==> src/rtl/gpp_pkg.sv <==
// gpp_pkg: shared definitions for the register-transfer control path.
// Holds the instruction opcode and operand-select encodings seen on the
// decode interface, and the sequencer state type.
package gpp_pkg;

  localparam logic [2:0] OP_NOP = 3'd0;
  localparam logic [2:0] OP_LDR = 3'd1;
  localparam logic [2:0] OP_LDA = 3'd2;
  localparam logic [2:0] OP_ALU = 3'd3;
  localparam logic [2:0] OP_STR = 3'd4;

  localparam logic SEL_X = 1'b0;
  localparam logic SEL_Y = 1'b1;

  typedef enum logic [2:0] {
    S_IDLE      = 3'd0,
    S_WR_REG    = 3'd1,
    S_MEM_WAIT  = 3'd2,
    S_ACC_WR    = 3'd3,
    S_ALU_START = 3'd4,
    S_ALU_WAIT  = 3'd5,
    S_ALU_SAVE  = 3'd6,
    S_ST_WAIT   = 3'd7
  } seq_state_t;

endpackage

==> src/rtl/reg_access_sequencer_if.sv <==
// reg_access_sequencer_if: bundle of the sequencer's decode, register-bank,
// memory and ALU signals.
//   master : the sequencer (drives ready, strobes, requests, error pulses)
//   slave  : the surrounding decode / bank / memory / ALU side
interface reg_access_sequencer_if;
  logic       instr_valid;
  logic       instr_ready;
  logic [2:0] instr_op;
  logic       instr_sel;
  logic       reg_write_x;
  logic       reg_write_y;
  logic       reg_write_accumulator;
  logic       reg_read_x;
  logic       reg_read_y;
  logic       signal_save_after_alu;
  logic       mem_req;
  logic       mem_we;
  logic       mem_ack;
  logic       alu_start;
  logic       alu_done;
  logic       illegal_op;
  logic       timeout_err;

  modport master (
    input  instr_valid, instr_op, instr_sel, mem_ack, alu_done,
    output instr_ready, reg_write_x, reg_write_y, reg_write_accumulator,
           reg_read_x, reg_read_y, signal_save_after_alu,
           mem_req, mem_we, alu_start, illegal_op, timeout_err
  );

  modport slave (
    output instr_valid, instr_op, instr_sel, mem_ack, alu_done,
    input  instr_ready, reg_write_x, reg_write_y, reg_write_accumulator,
           reg_read_x, reg_read_y, signal_save_after_alu,
           mem_req, mem_we, alu_start, illegal_op, timeout_err
  );
endinterface

==> src/rtl/reg_access_sequencer_handshake_timeout_counter.sv <==
// handshake_timeout_counter: 8-bit wait counter shared by all handshake
// wait states.
//   clk, rst : clock, asynchronous active-low reset
//   clear    : synchronous clear (takes priority over enable)
//   enable   : count up by one
//   limit    : abort threshold in wait cycles (1..255)
//   expire   : this is the last permitted wait cycle; if the response is
//              still absent on this edge, the count would reach limit
module handshake_timeout_counter (
  input  logic       clk,
  input  logic       rst,
  input  logic       clear,
  input  logic       enable,
  input  logic [7:0] limit,
  output logic       expire
);
  logic [7:0] count;

  always_ff @(posedge clk or negedge rst) begin
    if (!rst) begin
      count <= '0;
    end else if (clear) begin
      count <= '0;
    end else if (enable) begin
      count <= count + 8'd1;
    end
  end

  assign expire = (count == (limit - 8'd1));
endmodule

==> src/rtl/reg_access_sequencer.sv <==
// reg_access_sequencer: accepts one register-transfer instruction at a time
// and sequences register-bank strobes plus memory/ALU handshakes, aborting
// any handshake that exceeds TIMEOUT_CYCLES wait cycles.
//   clk, rst : clock, asynchronous active-low reset
//   bus      : decode / bank / memory / ALU signals (master side)
module reg_access_sequencer
  import gpp_pkg::*;
#(
  parameter int unsigned TIMEOUT_CYCLES = 255
) (
  input  logic                   clk,
  input  logic                   rst,
  reg_access_sequencer_if.master bus
);
  seq_state_t state;
  logic [2:0] op_q;
  logic       sel_q;
  logic       illegal_q;
  logic       timeout_q;
  logic       in_wait;
  logic       resp;
  logic       expire;

  assign in_wait = (state == S_MEM_WAIT) || (state == S_ALU_WAIT) ||
                   (state == S_ST_WAIT);
  assign resp    = (state == S_ALU_WAIT) ? bus.alu_done : bus.mem_ack;

  // Holding the counter clear outside the wait states is equivalent to
  // clearing it on entry, since every wait state is entered from a non-wait one.
  handshake_timeout_counter u_timeout (
    .clk    (clk),
    .rst    (rst),
    .clear  (!in_wait),
    .enable (in_wait && !resp),
    .limit  (8'(TIMEOUT_CYCLES)),
    .expire (expire)
  );

  always_ff @(posedge clk or negedge rst) begin
    if (!rst) begin
      state     <= S_IDLE;
      op_q      <= '0;
      sel_q     <= '0;
      illegal_q <= 1'b0;
      timeout_q <= 1'b0;
    end else begin
      illegal_q <= 1'b0;
      timeout_q <= 1'b0;
      case (state)
        S_IDLE: begin
          if (bus.instr_valid) begin
            op_q  <= bus.instr_op;
            sel_q <= bus.instr_sel;
            case (bus.instr_op)
              OP_NOP:  state <= S_IDLE;
              OP_LDR:  state <= S_WR_REG;
              OP_LDA:  state <= S_MEM_WAIT;
              OP_ALU:  state <= S_ALU_START;
              OP_STR:  state <= S_ST_WAIT;
              default: illegal_q <= 1'b1;
            endcase
          end
        end
        S_WR_REG:    state <= S_IDLE;
        S_ACC_WR:    state <= S_IDLE;
        S_ALU_START: state <= S_ALU_WAIT;
        S_ALU_SAVE:  state <= S_IDLE;
        S_MEM_WAIT: begin
          if (bus.mem_ack) begin
            state <= S_ACC_WR;
          end else if (expire) begin
            state     <= S_IDLE;
            timeout_q <= 1'b1;
          end
        end
        S_ALU_WAIT: begin
          if (bus.alu_done) begin
            state <= S_ALU_SAVE;
          end else if (expire) begin
            state     <= S_IDLE;
            timeout_q <= 1'b1;
          end
        end
        S_ST_WAIT: begin
          if (bus.mem_ack) begin
            state <= S_IDLE;
          end else if (expire) begin
            state     <= S_IDLE;
            timeout_q <= 1'b1;
          end
        end
        default: state <= S_IDLE;
      endcase
    end
  end

  logic rdy, wx, wy, wacc, rx, ry, save, mreq, mwe, astart;

  always_comb begin
    rdy    = 1'b0;
    wx     = 1'b0;
    wy     = 1'b0;
    wacc   = 1'b0;
    rx     = 1'b0;
    ry     = 1'b0;
    save   = 1'b0;
    mreq   = 1'b0;
    astart = 1'b0;
    case (state)
      S_IDLE:      rdy = 1'b1;
      S_WR_REG: begin
        wx = (sel_q == SEL_X);
        wy = (sel_q == SEL_Y);
      end
      S_MEM_WAIT:  mreq = 1'b1;
      S_ACC_WR:    wacc = 1'b1;
      S_ALU_START: begin
        rx     = (sel_q == SEL_X);
        ry     = (sel_q == SEL_Y);
        astart = 1'b1;
      end
      S_ALU_WAIT: begin
        rx = (sel_q == SEL_X);
        ry = (sel_q == SEL_Y);
      end
      S_ALU_SAVE: begin
        rx   = (sel_q == SEL_X);
        ry   = (sel_q == SEL_Y);
        save = 1'b1;
      end
      S_ST_WAIT: begin
        rx   = (sel_q == SEL_X);
        ry   = (sel_q == SEL_Y);
        mreq = 1'b1;
      end
      default: rdy = 1'b0;
    endcase
    // Only a store reaches a memory wait with a STR opcode latched.
    mwe = mreq && (op_q == OP_STR);
  end

  assign bus.instr_ready           = rdy;
  assign bus.reg_write_x           = wx;
  assign bus.reg_write_y           = wy;
  assign bus.reg_write_accumulator = wacc;
  assign bus.reg_read_x            = rx;
  assign bus.reg_read_y            = ry;
  assign bus.signal_save_after_alu = save;
  assign bus.mem_req               = mreq;
  assign bus.mem_we                = mwe;
  assign bus.alu_start             = astart;
  assign bus.illegal_op            = illegal_q;
  assign bus.timeout_err           = timeout_q;
endmodule

==> src/flat_wrapper.sv <==
// flat-port wrapper written by rule: the top's interface ports become plain ports
module reg_access_sequencer_flat import gpp_pkg::*;
#(
  parameter int unsigned TIMEOUT_CYCLES = 255
)
  (clk, rst, bus_instr_valid, bus_instr_op, bus_instr_sel, bus_mem_ack, bus_alu_done, bus_instr_ready, bus_reg_write_x, bus_reg_write_y, bus_reg_write_accumulator, bus_reg_read_x, bus_reg_read_y, bus_signal_save_after_alu, bus_mem_req, bus_mem_we, bus_alu_start, bus_illegal_op, bus_timeout_err);
  reg_access_sequencer_if bus_i ();
  input  logic clk;
  input  logic rst;
  input wire logic [$bits(bus_i.instr_valid)-1:0] bus_instr_valid;
  input wire logic [$bits(bus_i.instr_op)-1:0] bus_instr_op;
  input wire logic [$bits(bus_i.instr_sel)-1:0] bus_instr_sel;
  input wire logic [$bits(bus_i.mem_ack)-1:0] bus_mem_ack;
  input wire logic [$bits(bus_i.alu_done)-1:0] bus_alu_done;
  output wire logic [$bits(bus_i.instr_ready)-1:0] bus_instr_ready;
  output wire logic [$bits(bus_i.reg_write_x)-1:0] bus_reg_write_x;
  output wire logic [$bits(bus_i.reg_write_y)-1:0] bus_reg_write_y;
  output wire logic [$bits(bus_i.reg_write_accumulator)-1:0] bus_reg_write_accumulator;
  output wire logic [$bits(bus_i.reg_read_x)-1:0] bus_reg_read_x;
  output wire logic [$bits(bus_i.reg_read_y)-1:0] bus_reg_read_y;
  output wire logic [$bits(bus_i.signal_save_after_alu)-1:0] bus_signal_save_after_alu;
  output wire logic [$bits(bus_i.mem_req)-1:0] bus_mem_req;
  output wire logic [$bits(bus_i.mem_we)-1:0] bus_mem_we;
  output wire logic [$bits(bus_i.alu_start)-1:0] bus_alu_start;
  output wire logic [$bits(bus_i.illegal_op)-1:0] bus_illegal_op;
  output wire logic [$bits(bus_i.timeout_err)-1:0] bus_timeout_err;
  assign bus_i.instr_valid = bus_instr_valid;
  assign bus_i.instr_op = bus_instr_op;
  assign bus_i.instr_sel = bus_instr_sel;
  assign bus_i.mem_ack = bus_mem_ack;
  assign bus_i.alu_done = bus_alu_done;
  assign bus_instr_ready = bus_i.instr_ready;
  assign bus_reg_write_x = bus_i.reg_write_x;
  assign bus_reg_write_y = bus_i.reg_write_y;
  assign bus_reg_write_accumulator = bus_i.reg_write_accumulator;
  assign bus_reg_read_x = bus_i.reg_read_x;
  assign bus_reg_read_y = bus_i.reg_read_y;
  assign bus_signal_save_after_alu = bus_i.signal_save_after_alu;
  assign bus_mem_req = bus_i.mem_req;
  assign bus_mem_we = bus_i.mem_we;
  assign bus_alu_start = bus_i.alu_start;
  assign bus_illegal_op = bus_i.illegal_op;
  assign bus_timeout_err = bus_i.timeout_err;
  reg_access_sequencer #(.TIMEOUT_CYCLES(TIMEOUT_CYCLES)) u_core (.clk(clk), .rst(rst), .bus(bus_i));
endmodule
==> config.mk <==
export PLATFORM = sky130hd
export DESIGN_NAME = reg_access_sequencer_flat
export DESIGN_NICKNAME = d
export VERILOG_FILES = /design/src/rtl/gpp_pkg.sv /design/src/rtl/reg_access_sequencer_if.sv /design/src/rtl/reg_access_sequencer_handshake_timeout_counter.sv /design/src/rtl/reg_access_sequencer.sv /design/src/flat_wrapper.sv
export SDC_FILE = /design/constraint.sdc
export NUM_CORES = 1
export LEC_CHECK = 0
export CORE_UTILIZATION = 34
export CTS_CLUSTER_SIZE = 8
export DETAILED_ROUTE_END_ITERATION = 8
export PLACE_DENSITY = 0.66
export SYNTH_ARGS = -nofsm -noshare
export SYNTH_HDL_FRONTEND = slang
export SYNTH_SLANG_ARGS = --single-unit
==> constraint.sdc <==
create_clock -name clk -period 2.5 [get_ports clk]
set_clock_uncertainty 0.15 [all_clocks]
set_input_delay 0.5 -clock clk [delete_from_list [all_inputs] [get_ports clk]]
set_output_delay 0.5 -clock clk [all_outputs]
set_load 0.005 [all_outputs]
# Word-level counts from Yosys, hierarchy flattened
# Cells that the tools add are included.
# totals
ff_bits,17
inputBits,9
out_inout_bits,12
elab_cells,63
# op_classes
addsub,1
eq_ne,16
n_mux,26
n_bitwise,1
reduce_logical,13
# op_table
cell,count
3-bit == test (second input constant),6
3-bit case mux with 6 select lines,1
1-bit two-way mux,16
8-bit two-way mux,2
3-bit two-way mux,5
3-bit case mux with 5 select lines,1
3-bit by 2-bit == test with 1-bit output (second input constant),4
8-bit by 1-bit adder with 8-bit output (second input constant),1
8-bit == test (second input constant),1
3-bit by 1-bit == test with 1-bit output (second input constant),2
3-bit zero test,2
6-bit != test (second input constant),1
5-bit OR reduction,1
2-bit != test (second input constant),2
2-bit AND reduction,2
4-bit OR reduction,1
3-bit OR reduction,1
1-bit logical AND,2
1-bit logical OR,2
1-bit case mux with 2 select lines,1
2-bit OR reduction,1
1-bit zero test,1
1-bit NOT,1

# Longest topological paths before layout
# logic_depth
depth_word,6
mapped_depth,5
mapped_depth_nobuf,5

# Hierarchy
# A second synthesis with hierarchy kept.
# hier_totals
cells_unflattened,135
hier_area_um2,1263.7
# by_module_without_submodules
module,instances,cells_each,area_per_inst_um2,seq_area_each_um2
handshake_timeout_counter,1,70,633.1,200.2
reg_access_sequencer,1,65,630.6,225.2

# Least setup slack after synthesis
# No wires, ideal clock.
# synth_path
kind,reg-to-output
start,reg u_core.state[0]
end,out bus_mem_we
arrival_time_ps,1157
setup_slack_ps,693
path_stages_with_launch,4
path_buffers,0
path_cell_list,dfrtp_1 > or2_2 > a21boi_0 > and3_1
# synth_between
elab_chain_cells,4
# synth_rtl
element,line,text
start: declaration,reg_access_sequencer.sv:15,seq_state_t state;
start signal: assignment,reg_access_sequencer.sv:41,state <= S_IDLE;
start signal: assignment,reg_access_sequencer.sv:55,OP_NOP: state <= S_IDLE;
start signal: assignment,reg_access_sequencer.sv:56,OP_LDR: state <= S_WR_REG;
3-bit == test / 3-bit by 2-bit == test with 1-bit output (equally long branches),reg_access_sequencer.sv:109,case (state)
2-bit OR reduction (no source line) *,--,
1-bit two-way mux *,reg_access_sequencer.sv:109,
net bus_mem_req,flat_wrapper.sv:22,output wire logic [$bits(bus_i.mem_req)-1:0] bus_mem_req;
1-bit logical AND *,reg_access_sequencer.sv:139,mwe = mreq && (op_q == OP_STR);
end: declaration,flat_wrapper.sv:23,output wire logic [$bits(bus_i.mem_we)-1:0] bus_mem_we;
# The timed path passes the listed nets; every way through them passes the cells marked *.

# Worst setup path after layout
# layout_path
start,reg u_core.state[2]
end,out bus_mem_req
# layout_between
elab_chain_cells,3
# layout_rtl
element,line
3-bit == test / 3-bit by 2-bit == test with 1-bit output (equally long branches),reg_access_sequencer.sv:109
2-bit OR reduction (no source line) *,--
1-bit two-way mux *,reg_access_sequencer.sv:109
end: declaration,flat_wrapper.sv:22
# Every way passes the cells marked *; elsewhere a longest branch is shown, timed or not.

==> reports/results.ini <==
[floorplanning]
ioPinCount=21
die_w_um=56.70
coreArea_um2=2805
initial_core_util_pct=36.26
die_area_um2=3214
rows=19
fp.dieH_um=56.70

[route]
viasPerCell=5.290
vias=894
drt_pass1_iterations=4
wirelength_mm=2.282
ant_nets=0
wl_per_cell_um=13.50
drt-initial-drc-count=16
route.detailed.drc=0

[cells_and_area]
fill_cells=276
drive_gt1_share_pct=16.67
num_antenna_cells=0
final_core_utilization_pct=48.57
syn_to_final_growth_pct=33.95
nets=150

[clocking]
clkLatencyLatePin_ps=300
ctsHoldBuffers=0
clkTransAtPathRegs_ps=110
root_buffer=clkbuf_4
clock_path_buffers=2
clock_sinks=17
tritoncts=yes
cts_buffers=3
htree_levels=1

[setup_path]
critPathLaunchType=flip-flop
worstPathArrival_ps=1730
crit_chain=or2_4, a21boi_2, buf_4, clkdlybuf4s50_1
crit_slowest_cell=clkdlybuf4s50_1
max_stage_delay_ps=490
r2r_setup_slack_ps=430
worstPathRequired_ps=1850
worstReg2RegEnd=u_core.u_timeout.count[7]
r2r_start=u_core.state[1]
cp_max_fo=4
critPathBufInv=2
r2r_cells=5
critPathKind=flip-flop to primary output
cp_top_family=buffers and inverters
cp-end-kind=primary output

[synth]
async_flop_share_pct=100.0
syn_nets=120
synth_flop_cell=dfrtp_1
yosys-top-cells-count=17 x dfrtp_1, 11 x a21oi_1, 11 x nor2_1
synth.most_common_cell=dfrtp_1
yosys.area.top_type=dfrtp_1
syn-instance-count=109
synth_edf_count=0
synth_top_area_share_pct=41.82
synth-seq-area-share_pct=41.82
synth.distinct_cells=36
yosys_warnings=0
synth-seq-cells=17
avgSynthCellArea_um2=9.332
synth_area_leaders=dfrtp_1 42%, mux2_2 5.5%, a21oi_1 5.4%
netlist_area_um2=1017

[grt]
grt_pass1_wl_mm=3.850
gr-total-overflow=0
grt_antenna_before_repair=0
grt_use_total_pct=15.83
grt_max_degree=18
grt_pass1_vias=859

[timing]
slew_viol_final=0
finalSetupTns_ps=0
rsz0062_at_grt=false
fin_crit_sh_pct=95.09
finalSetupViolations=0
worst_slew_pin_slew_ps=577.4
hold_viol_final=0
maxSlewHeadroom_pct=60.51
max_freq_ghz=0.4206
fin_crit_ps=2377

[power]
p_per_area_nw_per_um2=858.0
leakage_nw=0.5576
peakVddDrop_uv=495.4

[placement]
port_buffers=20
post-dp-hpwl_mm=1.677
place.gp.congestion=0.7775

[min_path]
hold_class=input port to asynchronous set/reset pin

[run_status]
status=finished clean

[job]
cap_violations=0

kinds of logic after synthesis:
group | Yosys count | share of synthesized area [%]
fa+ha+maj | 2 | 2.460
mux | 6 | 6.519
buf+inv | 11 | 4.182
flops | 17 | 41.82
compound gates | 27 | 17.22
xor+xnor | 5 | 4.305
simple gates | 41 | 23.49
layer usage:
layer  part of all wire [%]  wire length [µm]  track usage [%]
met3                    3.5                80            2.995
met5                      0                 0                0
met1                     46              1054            21.04
met2                     49              1118            25.17
met4                    1.3                29            6.429
where the power goes:
part | switching [mW] | internal, mW | leakage (nW)
clock | 0.103 | 0.0610 | 0.0139
combinational | 0.267 | 0.353 | 0.318
sequential | 0.0480 | 0.337 | 0.225
total | 0.418 | 0.751 | 0.558
through the flow:
step	area (µm²)	power (mW)	std cells	worst slack [ps]	hold slack [ps]
after floorplan	1017	0.7070	109	692.6	54.41
after global placement	1270	0.9154	160	196.1	342.4
after detailed placement	1270	0.9254	160	169.3	350.1
after CTS	1314	1.111	165	38.62	356.9
after global routing	1363	1.253	169	46.19	376.2
final	1363	1.169	169	122.7	353.0
area by class of cell:
cell class / count / area (µm²) / area share [%]
Clock buffer: 3 / 22.52 / 1.653
Tap cell: 31 / 38.79 / 2.847
Timing Repair Buffer: 29 / 286.5 / 21.03
Clock inverter: 1 / 7.507 / 0.5510
Inverter: 7 / 26.28 / 1.928
Multi-Input combinational cell: 81 / 555.5 / 40.77
Sequential cell: 17 / 425.4 / 31.22
how the worst max path moves through the flow:
stage | end | cells past startpoint | from
after CTS | bus_mem_we | 4 | u_core.state[2]
after detailed placement | u_core.u_timeout.count[4] | 5 | bus_alu_done
after global routing | bus_reg_write_x | 3 | u_core.state[2]
after global placement | bus_mem_we | 4 | u_core.state[2]
final | bus_mem_req | 4 | u_core.state[2]
after floorplan | bus_mem_we | 3 | u_core.state[0]
flip-flops by register name (all words and copies together), names as in the netlist:
name	flops
u_core.op_q	3
u_core.state	3
u_core.sel_q	1
u_core.bus.illegal_op	1
u_core.bus.timeout_err	1
u_core.u_timeout.count	8
timing repair:
action	CTS	global route
pin swaps	1	1
endpoints found under the setup margin	2	1
setup buffers	1	4
resized for setup	3	2
layout by cell type (no fill, tap or decap), drive strengths merged, types with 3 or more instances in the layout:
cell           count
or3                3
nand2              5
nor2              11
and2               3
a21oi             11
clkdlybuf4s50     19
clkbuf             3
mux2               5
inv                7
dfrtp             17
xnor2              5
buf                9
o21ai              4
(Power assumes the default switching activity.)
